### config.mk
export PLATFORM = sky130hd
export DESIGN_NAME = rat_stack_unit
export DESIGN_NICKNAME = d
export VERILOG_FILES = /design/src/rtl/rat_stack_unit.sv
export SDC_FILE = /design/constraint.sdc
export NUM_CORES = 2
export LEC_CHECK = 0
export CORE_ASPECT_RATIO = 1.1
export CORE_UTILIZATION = 55
export CTS_CLUSTER_DIAMETER = 30
export DETAILED_ROUTE_END_ITERATION = 8
export DONT_BUFFER_PORTS = 1
export PLACE_DENSITY = 0.79
export SLEW_MARGIN = 25
export SYNTH_ARGS = -nofsm -noshare
export SYNTH_HDL_FRONTEND = slang
export SYNTH_SLANG_ARGS = --single-unit
### constraint.sdc
create_clock -name clk_i -period 9.2 [get_ports clk_i]
set_clock_uncertainty 0.1 [all_clocks]
set_input_delay 1.84 -clock clk_i [delete_from_list [all_inputs] [get_ports clk_i]]
set_output_delay 1.84 -clock clk_i [all_outputs]
set_load 0.01 [all_outputs]
### src/rtl/rat_stack_unit.sv
// Downward-growing return-address stack with a registered pop port and push/pop exchange.
// Optional `RAT_STACK_BOUNDS_EN rejects overflowing pushes and underflowing pops and flags them.
module rat_stack_unit #(
  parameter int unsigned DATA_W     = 10,
  parameter int unsigned DEPTH_LOG2 = 8
) (
  input  logic                  clk_i,
  input  logic                  rst_i,
  input  logic                  push_i,
  input  logic                  pop_i,
  input  logic                  ld_sp_i,
  input  logic [DEPTH_LOG2-1:0] sp_din_i,
  input  logic [DATA_W-1:0]     din_i,
  output logic [DATA_W-1:0]     dout_o,
  output logic                  dout_valid_o,
  output logic [DEPTH_LOG2-1:0] sp_o,
  output logic [DEPTH_LOG2:0]   count_o,
  output logic                  full_o,
  output logic                  empty_o,
  output logic                  ovf_err_o,
  output logic                  unf_err_o
);

  localparam int unsigned DEPTH = 2 ** DEPTH_LOG2;
  localparam int unsigned CNT_W = DEPTH_LOG2 + 1;
  localparam logic [CNT_W-1:0]      CNT_FULL = CNT_W'(DEPTH);
  localparam logic [CNT_W-1:0]      CNT_ONE  = CNT_W'(1);
  localparam logic [DEPTH_LOG2-1:0] SP_ONE   = DEPTH_LOG2'(1);

  logic [DATA_W-1:0]     mem_q [DEPTH];
  logic [DEPTH_LOG2-1:0] sp_q, sp_d;
  logic [CNT_W-1:0]      count_q, count_d;
  logic [DATA_W-1:0]     dout_q;
  logic                  valid_q;
  logic                  ovf_q, ovf_d;
  logic                  unf_q, unf_d;
  logic                  we, rd_en;
  logic [DEPTH_LOG2-1:0] waddr;

  assign full_o  = (count_q == CNT_FULL);
  assign empty_o = (count_q == '0);

  // Next-state: LD_SP beats push/pop; push+pop on a non-empty stack swaps the top entry.
  always_comb begin
    sp_d    = sp_q;
    count_d = count_q;
    ovf_d   = ovf_q;
    unf_d   = unf_q;
    we      = 1'b0;
    rd_en   = 1'b0;
    waddr   = sp_q;
    if (ld_sp_i) begin
      sp_d    = sp_din_i;
      count_d = '0;
      ovf_d   = 1'b0;
      unf_d   = 1'b0;
    end else if (push_i && pop_i && !empty_o) begin
      we    = 1'b1;
      rd_en = 1'b1;
    end else if (push_i) begin
`ifdef RAT_STACK_BOUNDS_EN
      if (pop_i) unf_d = 1'b1;
      if (full_o) begin
        ovf_d = 1'b1;
      end else begin
        we      = 1'b1;
        waddr   = sp_q - SP_ONE;
        sp_d    = sp_q - SP_ONE;
        count_d = count_q + CNT_ONE;
      end
`else
      we    = 1'b1;
      waddr = sp_q - SP_ONE;
      sp_d  = sp_q - SP_ONE;
      if (!full_o) count_d = count_q + CNT_ONE;
`endif
    end else if (pop_i) begin
`ifdef RAT_STACK_BOUNDS_EN
      if (empty_o) begin
        unf_d = 1'b1;
      end else begin
        rd_en   = 1'b1;
        sp_d    = sp_q + SP_ONE;
        count_d = count_q - CNT_ONE;
      end
`else
      rd_en = 1'b1;
      sp_d  = sp_q + SP_ONE;
      if (!empty_o) count_d = count_q - CNT_ONE;
`endif
    end
  end

  // Control/status registers; the read data is captured on the pop edge.
  always_ff @(posedge clk_i) begin
    if (rst_i) begin
      sp_q    <= '0;
      count_q <= '0;
      dout_q  <= '0;
      valid_q <= 1'b0;
      ovf_q   <= 1'b0;
      unf_q   <= 1'b0;
    end else begin
      sp_q    <= sp_d;
      count_q <= count_d;
      valid_q <= rd_en;
      ovf_q   <= ovf_d;
      unf_q   <= unf_d;
      if (rd_en) dout_q <= mem_q[sp_q];
    end
  end

  // Storage is never cleared; reset only suppresses a pending write.
  always_ff @(posedge clk_i) begin
    if (we && !rst_i) mem_q[waddr] <= din_i;
  end

  assign dout_o       = dout_q;
  assign dout_valid_o = valid_q;
  assign sp_o         = sp_q;
  assign count_o      = count_q;
  assign ovf_err_o    = ovf_q;
  assign unf_err_o    = unf_q;

endmodule

# Yosys cells after proc, flatten, opt, wreduce, memory -nomap -nowiden
# Memory sizes are Yosys's and may differ from the RTL's. A register that Yosys moved wholly into a read port is not among the register bits.
# Index checks and enable logic that the tools add are counted.
[word_totals]
word_cells = 44
output_inout_bits = 32
register_bits = 18
inputBits = 23
ramBits = 2560
n_memories = 1
[memory_table]
columns = ["name", "words", "word_bits", "read_ports", "rd_ports_with_merged_regs", "wr", "line_no", "rtl"]
rows = [
  ["mem_q", 256, 10, 1, 1, 1, "30", "logic [DATA_W-1:0] mem_q [DEPTH];"],
]
[op_classes]
bitwise_logic = 1
muxes = 20
eq_ne = 4
addsub = 4
n_reduce_logical = 11
[ops]
columns = ["cell", "n"]
rows = [
  ["8-bit two-way mux", 7],
  ["9-bit two-way mux", 4],
  ["9-bit by 1-bit adder with 9-bit output (second input constant)", 1],
  ["9-bit == test (second input constant)", 1],
  ["9-bit zero test", 1],
  ["1-bit two-way mux", 9],
  ["9-bit by 1-bit subtractor with 9-bit output (second input constant)", 1],
  ["8-bit by 1-bit adder with 8-bit output (second input constant)", 1],
  ["8-bit by 1-bit subtractor with 8-bit output (second input constant)", 1],
  ["2-bit inequality test (second input constant)", 3],
  ["4-bit AND reduction", 1],
  ["1-bit logical AND", 3],
  ["3-bit nonzero test", 1],
  ["1-bit zero test", 2],
  ["2-bit AND reduction", 1],
  ["2-bit nonzero test", 1],
  ["2-bit OR reduction", 1],
  ["1-bit NOT", 1],
]

# Depth between registers and ports, before layout
[logic_depth]
word_depth = 8
depth_mapped = 14

# Least setup slack after synthesis
# No wires, ideal clock.
[synth_path]
kind = "input to register"
start = "in push_i"
end = "mem mem_q[70][0] (enable)"
t_arrival_ns = 4.111
setup_ns = 0.376
stages = 9
slack_ns = 4.613
n_path_buf = 2
cell_sequence = "inv_2 a311oi_2 or2_1 buf_6 nor2_4 xnor2_4 nand4_1 buf_2 nor2_1"
[synth_via]
elab_chain_len = 7
word_cells_on_any_way = 11
cone_classes = "8 x mux; 3 x reduce/logical"
[synth_lines]
columns = ["element", "line_no", "rtl"]
rows = [
  ["from (decl)", "9", "input logic push_i,"],
  ["1-bit logical AND (2 in a row)", "57", "end else if (push_i && pop_i && !empty_o) begin"],
  ["1-bit two-way mux", "57", ""],
  ["1-bit two-way mux", "52", "if (ld_sp_i) begin"],
  ["1-bit logical AND", "115", "if (we && !rst_i) mem_q[waddr] <= din_i;"],
  ["1-bit two-way mux", "115", ""],
  ["1-bit two-way mux (not written as such)", "115", ""],
  ["to (decl)", "30", ""],
]
# Parallel ways exist; a longest one is shown, timed or not.

# Worst setup path in the final report
[layout_path]
start = "in push_i"
end = "mem mem_q[30][6] (enable)"
# Same word-level chain as after synthesis.

==> impl_summary.txt <==
----------------------------------------------------
[Global routing]
  Pin count of the biggest net entering global routing ... 257
  First-pass GRT wire length ... 402000 um
  Remaining global-route overflow ... 0
  Via count of the first global-routing pass ... 53477
  Tot GR Track Use ... 0.307
  Antenna violations before repair ... 13

[Layout]
  Layout-stage area growth over the synthesis result ... 14.6%
  Filler cells ... 10976
  Most common library cell in the layout ignoring fill and taps ... sky130_fd_sc_hd__edfxtp_1
  Net count, final ... 4879
  Final cell count without fillers ... 7561
  Design area ... 116000 um2
  Ratio of cells with drive above 1 in the final layout ... 0.282
  Final standard cell utilization of the core ... 0.637
  Most frequent cells in the layout ... sky130_fd_sc_hd__edfxtp_1 (2560), sky130_fd_sc_hd__mux4_2 (612), sky130_fd_sc_hd__clkbuf_16 (384)

[Timing]
  Share of the clock period used by the worst path after layout ... 0.615
  Slew headroom ... 0.217
  Accumulated negative setup slack ... 0 ns
  Achievable frequency ... 0.177 GHz
  Worst Setup Slack, final ... 3.54 ns
  Setup repair after global routing missed its margin ... false
  Transition time at the pin with the least slew margin ... 1.17 ns
  Final Critical Period ... 5.66 ns
  Count of endpoints failing setup in the final report ... 0
  Min Hold Slack ... 0.489 ns
  Final count of pins violating max slew ... 0
  Total count of hold-check failures in the final report ... 0

[Logic synthesis]
  Count of synthesis-stage warnings from yosys ... 0
  Area of the mapped netlist ... 101000 um2
  Primary flip-flop cell chosen by synthesis mapping ... sky130_fd_sc_hd__edfxtp_1
  Gate count after technology mapping ... 4679
  Post-Synthesis Mean Instance Area ... 21.6 um2
  Number of synthesized register bits ... 2588
  Register area share after synthesis ... 0.765
  Post-synth EDFFs ... 2560
  Distinct cell type count of the synthesized netlist ... 80
  FFs w/ async S/R, synth ... 0

[Clock tree]
  CTS tree ... yes
  Clock Pin Slew Worst Setup and Hold Paths ... 0.06 ns
  Cts bufs inserted ... 377
  Hold Buf Count CTS ... 0
  Cell at the root of the clock tree ... sky130_fd_sc_hd__clkbuf_16
  Number of H-tree branching levels ... 5
  Buffer levels on the longest clock path ... 4
  Latest clock arrival within the worst-skew pair ... 0.95 ns
  Total number of clock tree sinks ... 2588
  Quantity of gates resized following cts ... 0
  Setup repair bufs after CTS ... 0

[Power and ir drop]
  Total Power Consumption ... 29.4 mW
  LEAKAGE ... 35.6 nW
  Worst vdd rail ir drop ... 0.000238 V
  Power per cell area ... 254 nW/um2

[Setup path]
  Classification of the worst setup path ... input port to flip-flop
  Number of cell instances on the worst register-to-register path ... 9
  Setup slack of the most critical reg-to-reg path ... 3.82 ns
  Critical path destination ... mem_q[30][6]
  Type of element capturing the critical path ... flip-flop
  Critical path launch point type ... input port
  Largest stage delay on the critical path ... 1.15 ns
  Worst flop-to-flop path startpoint ... sp_o[0]
  Crit path DAT ... 6.15 ns
  Max Fanout on Critical Path ... 16
  Critical Path Source ... push_i
  Required time worst endpoint ... 9.69 ns
  Crit-path cells ... inv_2, a311oi_2, or2_1, nor2_4, xnor2_4, nand4_1, nor2_1
  Slowest stage cell, crit path ... sky130_fd_sc_hd__nor2_1
  Crit Reg-Reg Endpoint ... dout_o[6]

[Status]
  Run status ... finished clean

[Route]
  Average routed wire per standard cell ... 37.5 um
  TritonRoute pass-1 iters ... 8
  Number of design rule violations left after detail routing ... 0
  Overall via count from detail_route ... 53746
  Via-per-instance ratio ... 7.11
  Routed wire length ... 283000 um
  Iteration-0 DRC count of the detailed router ... 9597
  Number of nets with antenna violations after detailed routing ... 0

[Placement]
  Final HPWL from detailed placement ... 146000 um
  Standard cell area after detailed placement ... 103000 um2
  Setup slack after placement ... 2.76 ns
  Number of I/O port buffers ... 0
  Placed Cells incl. Taps ... 6873
  Global placement routability congestion ... 0.926

[Die]
  Placeable core region ... 182000 um2
  Cell row count ... 164
  Num ports ... 55
  Overall die width ... 411 um
  Starting utilization of the core area ... 0.556
  Die Footprint ... 186000 um2
  Vert. Die Dim ... 452 um

[Hold path]
  Class of the tightest hold or removal check ... flip-flop to flip-flop

[Run]
  Number of max-capacitance violations reported ... 0

----------------------------------------------------
==> report_power, final <==
| group | leakage, nW | switching, mW | internal, mW | total (mW) |
|---|---|---|---|---|
| sequential | 23.2 | 0.0789 | 13.0 | 13.1 |
| combinational | 6.28 | 1.20 | 0.741 | 1.94 |
| clock | 6.10 | 5.71 | 8.73 | 14.4 |
| total | 35.6 | 6.99 | 22.5 | 29.4 |
==> registers in the layout, indices dropped and copies added, names as in the netlist <==
register      cells
sp_o              8
dout_o           10
count_o           9
mem_q          2560
dout_valid_o      1
==> cell families after synthesis <==
logic type / synth area share
multiplexers: 0.160
adder cells (fa/ha/maj): 0.00131
buffers and inverters: 0.0165
other: 0.0000370
AO/OA/AOI/OAI: 0.0276
XOR/XNOR: 0.00399
flip-flops: 0.765
AND/OR/NAND/NOR: 0.0260
==> worst max-delay path, delay by kind of cell <==
kind                      cells  cell delay [ns]
buffers and inverters         1             0.09
AOI/OAI and AO/OA             1             0.54
and+or+nand+nor               4             3.12
xor gates and xnor gates      1             0.52
==> per-layer routing <==
metal | part of all wire | wire length, um | GRT usage | vias to the layer above
li1 | - | - | - | 20124
met1 | 0.33 | 94400 | 0.396 | 27424
met2 | 0.46 | 130000 | 0.460 | 5141
met3 | 0.14 | 39800 | 0.0975 | 1047
met4 | 0.067 | 19000 | 0.183 | 10
met5 | 0.00021 | 59 | 0 | -
==> worst min-delay path by stage <==
stage / startpoint / endpoint / slack [ns] / cells after the start
after detailed placement: count_o[8] / count_o[8] / 0.44 / 2
after floorplan: dout_o[2] / dout_o[2] / 0.39 / 2
after global placement: count_o[8] / count_o[8] / 0.44 / 2
after CTS: count_o[8] / count_o[8] / 0.48 / 2
final: count_o[8] / count_o[8] / 0.49 / 2
after global routing: count_o[8] / count_o[8] / 0.52 / 2
==> final cells by class <==
| type | instances | area (um2) | area share |
|---|---|---|---|
| diodes | 14 | 35.0 | 0.000302 |
| clock buffers | 401 | 9680 | 0.0835 |
| clock inverters | 272 | 2950 | 0.0254 |
| inverters | 12 | 45.0 | 0.000388 |
| multi-input cells | 1800 | 22300 | 0.192 |
| flip-flops and latches | 2588 | 77500 | 0.668 |
| well taps | 2407 | 3010 | 0.0260 |
| repair buffers | 67 | 582 | 0.00501 |
==> cells in the mapped netlist, drive strengths merged, types with 28 or more instances <==
cell type  count  area [um2]
nor2         317        1360
nand2         70         263
a22oi         49         368
mux4         612       13800
nand3         35         195
o22ai         41         257
a211oi        28         210
a21oi         84         420
edfxtp      2560       76900
buf          191        1290
dfxtp         28         561
mux2i        220        2200
o21ai         47         235
clkbuf        89         334
o221ai        47         412
Power figures use the tool's default switching activity.
